[src/rtl/tl_pkg.sv]
// TileLink-UH opcodes, channel payload types and the beat-count helper
// shared by the source remapper and its free-ID pool.
package tl_pkg;

  localparam int HostSourceWidth   = 8;
  localparam int DeviceSourceWidth = 3;
  localparam int SinkWidth         = 1;
  localparam int AddrWidth         = 56;
  localparam int DataWidth         = 64;
  localparam int SizeWidth         = 4;
  // Largest transfer the burst counters are sized for (64-byte bursts).
  localparam int TlMaxSize         = 6;
  localparam int TlMaxBeats        = 2 ** (TlMaxSize - $clog2(DataWidth / 8));
  localparam int BeatCntWidth      = $clog2(TlMaxBeats) + 1;

  typedef enum logic [2:0] {
    A_PUT_FULL    = 3'd0,
    A_PUT_PARTIAL = 3'd1,
    A_ARITH       = 3'd2,
    A_LOGICAL     = 3'd3,
    A_GET         = 3'd4,
    A_INTENT      = 3'd5
  } tl_a_op_e;

  typedef enum logic [2:0] {
    D_ACCESS_ACK      = 3'd0,
    D_ACCESS_ACK_DATA = 3'd1,
    D_HINT_ACK        = 3'd2
  } tl_d_op_e;

  typedef struct packed {
    tl_a_op_e                   opcode;
    logic [2:0]                 param;
    logic [SizeWidth-1:0]       size;
    logic [HostSourceWidth-1:0] source;
    logic [AddrWidth-1:0]       address;
    logic [DataWidth/8-1:0]     mask;
    logic [DataWidth-1:0]       data;
    logic                       corrupt;
  } tl_a_host_t;

  typedef struct packed {
    tl_a_op_e                     opcode;
    logic [2:0]                   param;
    logic [SizeWidth-1:0]         size;
    logic [DeviceSourceWidth-1:0] source;
    logic [AddrWidth-1:0]         address;
    logic [DataWidth/8-1:0]       mask;
    logic [DataWidth-1:0]         data;
    logic                         corrupt;
  } tl_a_dev_t;

  typedef struct packed {
    tl_d_op_e                   opcode;
    logic [1:0]                 param;
    logic [SizeWidth-1:0]       size;
    logic [HostSourceWidth-1:0] source;
    logic [SinkWidth-1:0]       sink;
    logic                       denied;
    logic [DataWidth-1:0]       data;
    logic                       corrupt;
  } tl_d_host_t;

  typedef struct packed {
    tl_d_op_e                     opcode;
    logic [1:0]                   param;
    logic [SizeWidth-1:0]         size;
    logic [DeviceSourceWidth-1:0] source;
    logic [SinkWidth-1:0]         sink;
    logic                         denied;
    logic [DataWidth-1:0]         data;
    logic                         corrupt;
  } tl_d_dev_t;

  function automatic logic tl_a_has_data(input tl_a_op_e op);
    return op inside {A_PUT_FULL, A_PUT_PARTIAL, A_ARITH, A_LOGICAL};
  endfunction

  function automatic logic tl_d_has_data(input tl_d_op_e op);
    return op == D_ACCESS_ACK_DATA;
  endfunction

  // Beats in a message; sizes above TlMaxSize are clamped to keep the counter in range.
  function automatic logic [BeatCntWidth-1:0] tl_beats(input logic has_data,
                                                       input logic [SizeWidth-1:0] size,
                                                       input int data_width);
    int lg;
    int sz;
    lg = $clog2(data_width / 8);
    sz = (int'(size) > TlMaxSize) ? TlMaxSize : int'(size);
    if (!has_data || sz <= lg) return BeatCntWidth'(1);
    return BeatCntWidth'(1 << (sz - lg));
  endfunction

endpackage

[src/rtl/tl_source_pool.sv]
// Free-list bitmap of device source IDs; hands out the lowest free ID.
// A freed ID becomes visible to the encoder only after the register update.
module tl_source_pool
  import tl_pkg::*;
#(
  parameter int Entries = 8,
  parameter int IdWidth = 3
) (
  input  logic               clk_i,
  input  logic               rst_i,
  input  logic               alloc_i,
  input  logic               free_i,
  input  logic [IdWidth-1:0] free_id_i,
  output logic               any_free_o,
  output logic [IdWidth-1:0] alloc_id_o,
  output logic [Entries-1:0] used_o
);

  logic [Entries-1:0] used;

  always_comb begin
    alloc_id_o = '0;
    for (int i = Entries - 1; i >= 0; i--) begin
      if (!used[i]) alloc_id_o = IdWidth'(i);
    end
  end

  assign any_free_o = ~&used;
  assign used_o     = used;

  // Allocation and free in one cycle always target different entries.
  always_ff @(posedge clk_i) begin
    if (rst_i) begin
      used <= '0;
    end else begin
      if (alloc_i) used[alloc_id_o] <= 1'b1;
      if (free_i)  used[free_id_i]  <= 1'b0;
    end
  end

endmodule

[src/rtl/tl_source_remapper.sv]
// Dynamic TileLink-UH source remapper: host A messages are given a free device
// ID, D responses are translated back through the host-source table.
module tl_source_remapper
  import tl_pkg::*;
#(
  parameter int MaxOutstanding = 8
) (
  input  logic       clk_i,
  input  logic       rst_i,
  output logic       host_a_ready,
  input  logic       host_a_valid,
  input  tl_a_host_t host_a,
  input  logic       host_d_ready,
  output logic       host_d_valid,
  output tl_d_host_t host_d,
  input  logic       device_a_ready,
  output logic       device_a_valid,
  output tl_a_dev_t  device_a,
  output logic       device_d_ready,
  input  logic       device_d_valid,
  input  tl_d_dev_t  device_d,
  output logic       idle_o
);

  logic [HostSourceWidth-1:0]   host_src [MaxOutstanding];
  logic [BeatCntWidth-1:0]      a_cnt;
  logic [BeatCntWidth-1:0]      d_cnt;
  logic [DeviceSourceWidth-1:0] a_lock_id;

  logic                         any_free;
  logic [DeviceSourceWidth-1:0] pool_id;
  logic [MaxOutstanding-1:0]    pool_used;

  logic                         a_first;
  logic                         a_gate;
  logic                         a_fire;
  logic                         alloc;
  logic [DeviceSourceWidth-1:0] a_id;
  logic [BeatCntWidth-1:0]      a_beats;
  logic                         d_fire;
  logic                         d_last;
  logic [BeatCntWidth-1:0]      d_beats;

  // Only a first beat needs a fresh ID; later beats ride on the locked one.
  assign a_first        = (a_cnt == '0);
  assign a_gate         = !a_first || any_free;
  assign a_id           = a_first ? pool_id : a_lock_id;
  assign device_a_valid = host_a_valid & a_gate;
  assign host_a_ready   = device_a_ready & a_gate;
  assign a_fire         = host_a_valid & host_a_ready;
  assign alloc          = a_fire & a_first;
  assign a_beats        = tl_beats(tl_a_has_data(host_a.opcode), host_a.size, DataWidth);

  assign host_d_valid   = device_d_valid;
  assign device_d_ready = host_d_ready;
  assign d_fire         = device_d_valid & host_d_ready;
  assign d_beats        = tl_beats(tl_d_has_data(device_d.opcode), device_d.size, DataWidth);
  assign d_last         = (d_cnt == '0) ? (d_beats == BeatCntWidth'(1))
                                        : (d_cnt == BeatCntWidth'(1));

  always_comb begin
    device_a.opcode  = host_a.opcode;
    device_a.param   = host_a.param;
    device_a.size    = host_a.size;
    device_a.source  = a_id;
    device_a.address = host_a.address;
    device_a.mask    = host_a.mask;
    device_a.data    = host_a.data;
    device_a.corrupt = host_a.corrupt;

    host_d.opcode    = device_d.opcode;
    host_d.param     = device_d.param;
    host_d.size      = device_d.size;
    host_d.source    = host_src[device_d.source];
    host_d.sink      = device_d.sink;
    host_d.denied    = device_d.denied;
    host_d.data      = device_d.data;
    host_d.corrupt   = device_d.corrupt;
  end

  tl_source_pool #(
    .Entries (MaxOutstanding),
    .IdWidth (DeviceSourceWidth)
  ) u_pool (
    .clk_i      (clk_i),
    .rst_i      (rst_i),
    .alloc_i    (alloc),
    .free_i     (d_fire & d_last),
    .free_id_i  (device_d.source),
    .any_free_o (any_free),
    .alloc_id_o (pool_id),
    .used_o     (pool_used)
  );

  always_ff @(posedge clk_i) begin
    if (rst_i) begin
      a_cnt     <= '0;
      a_lock_id <= '0;
      d_cnt     <= '0;
      for (int i = 0; i < MaxOutstanding; i++) host_src[i] <= '0;
    end else begin
      if (a_fire) begin
        if (a_first) begin
          a_cnt              <= a_beats - BeatCntWidth'(1);
          a_lock_id          <= pool_id;
          host_src[pool_id]  <= host_a.source;
        end else begin
          a_cnt <= a_cnt - BeatCntWidth'(1);
        end
      end
      if (d_fire) begin
        d_cnt <= (d_cnt == '0) ? d_beats - BeatCntWidth'(1) : d_cnt - BeatCntWidth'(1);
      end
    end
  end

  assign idle_o = ~|pool_used & (a_cnt == '0) & (d_cnt == '0);

`ifndef SYNTHESIS
  always_ff @(posedge clk_i) begin
    if (!rst_i && host_a_valid) begin
      assert (host_a.opcode inside {A_PUT_FULL, A_PUT_PARTIAL, A_ARITH,
                                    A_LOGICAL, A_GET, A_INTENT});
    end
    if (!rst_i && device_d_valid) begin
      assert (device_d.opcode inside {D_ACCESS_ACK, D_ACCESS_ACK_DATA, D_HINT_ACK});
      assert (int'(device_d.source) < MaxOutstanding);
      assert (pool_used[device_d.source]);
    end
  end
`endif

endmodule

[config.mk]
export PLATFORM = sky130hd
export DESIGN_NAME = tl_source_remapper
export DESIGN_NICKNAME = d
export VERILOG_FILES = /design/src/rtl/tl_pkg.sv /design/src/rtl/tl_source_pool.sv /design/src/rtl/tl_source_remapper.sv
export SDC_FILE = /design/constraint.sdc
export NUM_CORES = 1
export LEC_CHECK = 0
export CORE_AREA = 3 3 176 178
export DETAILED_ROUTE_END_ITERATION = 10
export DIE_AREA = 0 0 179 181
export HOLD_SLACK_MARGIN = 0.06
export PLACE_DENSITY = 0.62
export SYNTH_ARGS = -nofsm -noshare
export SYNTH_HDL_FRONTEND = slang
export SYNTH_SLANG_ARGS = --single-unit
[constraint.sdc]
create_clock -name clk_i -period 3.74 [get_ports clk_i]
set_input_delay 0.748 -clock clk_i [delete_from_list [all_inputs] [get_ports clk_i]]
set_output_delay 0.748 -clock clk_i [all_outputs]
set_load 0.005 [all_outputs]
==> results.cfg, run 1 <==
[power_and_ir_drop]
intPower_w = 0.001678
sw_frac_of_total_pct = 27.78
comb_power_share_pct = 15.4
peakVddDrop_uv = 233.4
powerDensity_nw_per_um2 = 387.9
p_sw_w = 0.0006455
p_leak_nw = 2.082
pwr-share-clk_pct = 39.3
seqPwrFrac_pct = 45.3

[place]
gp_congestion = 0.8213
placed_cells = 866
hpwl_mm = 17.45
io_buffers = 56
dpl_cell_area_sq_um = 5687
place_ws_ns = 0.04260

[final_layout]
syn_to_final_growth_pct = -1.360
finalNetCount = 727
drive_above_1_share_pct = 15.45
diodes = 0
stdcell_count = 882
fin_area_sq_um = 5991
final_common_cell = and2_1
layout_common_cells = and2_1, edfxtp_1, clkdlybuf4s50_1

[synthesis]
yosysTopAreaCell = edfxtp_1
ys_ff_latch = 83
async_flop_share_pct = 0
netlist_area_sq_um = 6073
seq_area_frac_synth_pct = 37.91
synth_edf_count = 64
avgSynthCellArea_sq_um = 9.812
syn_nets = 859
post-synth-top-area-fraction_pct = 31.64
ys_top_cells_by_area = edfxtp_1, buf_4, and2_1
ys_types = 62
synthFlopType = edfxtp_1
syn_inst = 619
yosys_warnings = 0

[grt]
gr-total-overflow = 0
grt_usage_pct = 12.49
grt_pass1_vias = 3691
antenna_found_initial = 0
grt_pass1_wl_mm = 28.43
grt_start_max_net_pins = 31

[drt]
post_drt_wl_per_cell_um = 24.39
drcViolationCount = 0
wl_mm = 21.52
first_iter_violations = 270
dr.pass1.iters = 4
via_per_inst = 4.320
postRouteAntennaNets = 0
vias = 3810

[sta]
finalSetupTns_ns = 0
report.final.hold_viol_count = 0
setup_viol = 0
rsz0062_at_grt = false
clock_skew_ns = 0.01146
fin_crit_sh_pct = 96.02
relSlewSlack_pct = 40.01
fin_crit_ns = 3.591
drv_slew = 0
max_freq_mhz = 278.5
worstMarginPinSlew_ns = 0.8971
setup_slack_ns = 0.1488

[setup_path]
start_kind = input pin
crit_path_max_incr_delay_ns = 0.51
criticalPathCategory = in2out
worstSetupEndpointType = output port
cp_max_fo = 30
crit_chain = clkdlybuf4s50_1, buf_12, mux2_2, a22o_1, a221o_1, clkdlybuf4s50_1
cp.buffers_inverters = 3
cp.required_ns = 2.99
cp_top_family = buffers and inverters
critPathArrivalTime_ns = 2.84
cp_slowest_cell = clkdlybuf4s50_1
cpMostUsedCell = clkdlybuf4s50_1

[cts]
clkTransAtPathRegs_ns = 0.07
cts_buffers = 9
clk_latency_ns = 0.36
clockRootBuffer = clkbuf_16
cts_repair_resize_count = 0
post-cts-setup-buffers = 0
cts_tree = done
cts_max_path_buffers = 2
htree_levels = 3
postCtsHoldBufs = 0
clkSinkCount = 83

[flow_run]
drv_cap = 0

[floorplanning]
dieArea_sq_um = 32400
die_h_um = 181
rows = 63
core_sq_um = 29560
die_w_um = 179
pin_count = 463
initial_core_util_pct = 20.55

[worst_hold_path]
hp-class = reg2reg

[outcome]
status = completed
worst paths after layout:
kind	from	slack (ns)	endpoint	cells past startpoint
hold reg to reg	a_lock_id[0]$_SDFFE_PP0P_	0.46	a_lock_id[0]$_SDFFE_PP0P_	2
hold / removal	a_lock_id[0]$_SDFFE_PP0P_	0.46	a_lock_id[0]$_SDFFE_PP0P_	2
setup reg to reg	a_cnt[0]$_SDFFE_PP0P_	1.28	host_src[7][7]$_SDFFCE_PN0P_	5
setup / recovery	device_d[69]	0.15	host_d[72]	6
final cells by class:
| cell class | instances | area [sq um] |
|---|---|---|
| Tap cell | 390 | 488.0 |
| Inverter | 12 | 45.04 |
| Clock inverter | 7 | 78.83 |
| Timing Repair Buffer | 88 | 825.8 |
| Clock buffer | 9 | 225.2 |
| Sequential cell | 83 | 2302 |
| Fill cell | 3222 | 23570 |
| Multi-Input combinational cell | 293 | 2026 |
tightest hold or removal path, cell delays in order (launching register included):
cell and delay [ns]:
dfxtp_1 0.31, nand2_1 0.05, a21oi_1 0.05
cells by family (layout without fill, tap and decap cells):
family | Yosys count | in the layout | synth area share (%)
AOI/OAI and AO/OA | 85 | 85 | 10.34
xor gates and xnor gates | 1 | 1 | 0.1442
adders and majority gates | 8 | 8 | 1.648
buffers and inverters | 243 | 116 | 28.74
DFF | 83 | 83 | 37.91
muxes | 19 | 19 | 3.894
and+or+nand+nor | 180 | 180 | 17.33
routing by layer:
metal | GRT usage [%] | routed length [um] | up-vias | part of all wire [%]
met5 | 0 | 0 | - | 0
met4 | 3.928 | 570 | 0 | 2.6
met3 | 9.941 | 3837 | 41 | 18
met2 | 19.96 | 9901 | 290 | 46
met1 | 12.32 | 7206 | 1799 | 33
li1 | - | - | 1680 | -
through the flow:
step / util, % / hold slack [ns] / total power [W]
2_1_floorplan: - / 0.4366 / 0.001439
3_3_place_gp: 19.24 / 0.4442 / 0.001428
3_5_place_dp: 19.24 / 0.4519 / 0.001433
4_1_cts: 20.27 / 0.4626 / 0.002349
5_1_grt: 20.27 / 0.4995 / 0.002401
6_report: 20.27 / 0.4587 / 0.002324
power groups by stage:
| stage | Clock [W] | Combinational [W] | Sequential [W] |
|---|---|---|---|
| after floorplan | 0 | 0.000374 | 0.00107 |
| after global placement | 0 | 0.000356 | 0.00107 |
| after detailed placement | 0 | 0.000359 | 0.00107 |
| after CTS | 0.000934 | 0.000362 | 0.00105 |
| after global routing | 0.000952 | 0.000390 | 0.00106 |
| final | 0.000912 | 0.000359 | 0.00105 |
sequential cells by signal, summed over array words and instances (netlist names):
| register | count |
|---|---|
| a_lock_id | 3 |
| host_src | 64 |
| d_cnt | 4 |
| u_pool.used_o | 8 |
| a_cnt | 4 |
synthesized netlist by cell type (3+ instances only):
library cell,instances
o21bai_1,6
or4_1,4
nor2b_1,8
and3_1,3
o22ai_1,5
mux2i_1,9
a221oi_1,9
mux2_2,7
a31oi_1,5
and2_1,67
nor2_1,26
edfxtp_1,64
nand2b_1,11
nor3_1,8
ha_1,8
a22oi_1,4
clkbuf_1,7
o21ai_0,7
dfxtp_1,19
mux4_2,3
inv_1,11
or2_1,3
nand3_1,5
a21oi_1,17
a211oi_1,5
nor4_2,7
a311oi_1,4
buf_4,217
buf_2,3
nand2_1,24
No activity file was read; power rests on OpenSTA's default activity.
==> inputs of run 2 (changes only) <==
--- a/config.mk
+++ b/config.mk
@@ -9,7 +9,6 @@
 export DETAILED_ROUTE_END_ITERATION = 10
 export DIE_AREA = 0 0 179 181
 export HOLD_SLACK_MARGIN = 0.06
-export PLACE_DENSITY = 0.62
 export SYNTH_ARGS = -nofsm -noshare
 export SYNTH_HDL_FRONTEND = slang
 export SYNTH_SLANG_ARGS = --single-unit
==> results.cfg, run 2 (synthesized netlist as in run 1, its figures left out) <==
[power_and_ir_drop]
intPower_w = 0.001677
pwr-share-clk_pct = 39.2
peakVddDrop_uv = 181.8
p_sw_w = 0.0006475
powerDensity_nw_per_um2 = 387.7
p_leak_nw = 2.085
sw_frac_of_total_pct = 27.85
seqPwrFrac_pct = 45.4
power.total_w = 0.002325
comb_power_share_pct = 15.5

[floorplanning]
core_sq_um = 29560
rows = 63
die_w_um = 179
die_h_um = 181
initial_core_util_pct = 20.55
pin_count = 463
dieArea_sq_um = 32400

[sta]
setup_viol = 0
fin_crit_sh_pct = 95.12
relSlewSlack_pct = 59.68
drv_slew = 0
max_freq_mhz = 281.1
fin_crit_ns = 3.558
report.final.hold_viol_count = 0
rsz0062_at_grt = false
finalSetupTns_ns = 0
worstMarginPinSlew_ns = 0.5997
clock_skew_ns = 0.01579
whs_ns = 0.4655

[setup_path]
crit_chain = clkdlybuf4s50_1, buf_12, buf_4, mux2_2, a22oi_1, o21ai_0, clkdlybuf4s50_1
critPathArrivalTime_ns = 2.81
worstSetupEndpointType = output port
worstReg2RegStart = a_cnt[0]$_SDFFE_PP0P_
start_kind = input pin
cp.buffers_inverters = 4
reg2reg_to = host_src[7][7]$_SDFFCE_PN0P_
cp.required_ns = 2.99
cp_top_family = buffers and inverters
criticalPathCategory = in2out
r2r_slack_ns = 1.18
r2r.worst_path.cells = 5
cp_max_fo = 21
cpMostUsedCell = clkdlybuf4s50_1
path_depth = 7
cp_slowest_cell = clkdlybuf4s50_1
crit_path_max_incr_delay_ns = 0.51

[drt]
post_drt_wl_per_cell_um = 24.38
first_iter_violations = 180
dr.pass1.iters = 4
wl_mm = 21.53
drcViolationCount = 0
via_per_inst = 4.284
postRouteAntennaNets = 0
vias = 3783

[grt]
grt_start_max_net_pins = 26
gr-total-overflow = 0
grt_usage_pct = 12.59
antenna_found_initial = 0
grt_pass1_vias = 3717
grt_pass1_wl_mm = 28.72

[flow_run]
drv_cap = 0

[final_layout]
final_core_util_pct = 20.28
syn_to_final_growth_pct = -1.277
largest_register_ffs = 64
finalNetCount = 728
diodes = 0
regArea_sq_um = 2302
final_common_cell = and2_1
multi_input_area_sq_um = 2026
drive_above_1_share_pct = 15.62
nFillCells = 3221
top_register = host_src
layout_common_cells = and2_1, edfxtp_1, clkdlybuf4s50_1

[cts]
cts_repair_resize_count = 0
cts_max_path_buffers = 2
htree_levels = 3
clockRootBuffer = clkbuf_16
postCtsHoldBufs = 0
clkSinkCount = 83
clk_latency_ns = 0.36
post-cts-setup-buffers = 0
clkTransAtPathRegs_ns = 0.07
cts_tree = done
cts_buffers = 9

[worst_hold_path]
hold_path.startpoint = a_lock_id[0]$_SDFFE_PP0P_
holdPathStages = 2
hp-class = reg2reg
hold-path-endpoint = a_lock_id[0]$_SDFFE_PP0P_

[place]
io_buffers = 56
hpwl_mm = 17.67
gp_congestion = 0.8525

[outcome]
status = completed
run 2: changes by cell type in the layout (fill, tap and decap cells not counted):
cell	change
inv_8	-1
buf_4	+1
inv_6	+1
run 2: worst min-delay path, delay by kind of cell (launching register included):
family | cells | cell delay, ns
DFF | 1 | 0.31
and+or+nand+nor | 1 | 0.05
AOI/OAI and AO/OA | 1 | 0.05
run 2: power groups by stage:
| stage | sequential, W | combinational (W) | clock [W] |
|---|---|---|---|
| 2_1_floorplan | 0.00107 | 0.000374 | 0 |
| 3_3_place_gp | 0.00107 | 0.000359 | 0 |
| 3_5_place_dp | 0.00107 | 0.000362 | 0 |
| 4_1_cts | 0.00105 | 0.000364 | 0.000933 |
| 5_1_grt | 0.00106 | 0.000391 | 0.000972 |
| 6_report | 0.00105 | 0.000360 | 0.000911 |
run 2: worst max-delay path by stage:
stage	start	endpoint
6_report	device_d[69]	host_d[67]
5_1_grt	device_d[67]	host_d[68]
4_1_cts	device_d[69]	host_d[73]
3_5_place_dp	device_d[73]	u_pool.used_o[3]$_SDFF_PP0_
3_3_place_gp	device_d[73]	u_pool.used_o[0]$_SDFF_PP0_
2_1_floorplan	device_d[71]	u_pool.used_o[0]$_SDFF_PP0_
run 2: through the flow:
step,std cells,setup slack [ns],area [sq um]
finish,883,0.1825,5996
global route,883,0.08919,5996
CTS,883,0.1902,5996
detailed placement,867,0.05882,5694
global placement,867,0.1537,5694
floorplan,619,0.6763,6073
run 2: metal layers:
layer	track usage [%]	wire, um	vias to the layer above	share of wire [%]
li1	-	-	1684	-
met1	12.69	6707	1746	31
met2	20.19	10430	308	48
met3	8.617	3713	45	17
met4	5.206	683	0	3.2
met5	0	0	-	0
run 2: layout make-up:
| class | count | share of cell area (%) |
|---|---|---|
| clock inverter | 7 | 1.273 |
| clock buffer | 9 | 3.756 |
| multi-input combinational | 293 | 33.79 |
| tap | 390 | 8.139 |
| sequential | 83 | 38.40 |
| timing repair buffer | 89 | 13.90 |
| inverter | 12 | 0.7513 |
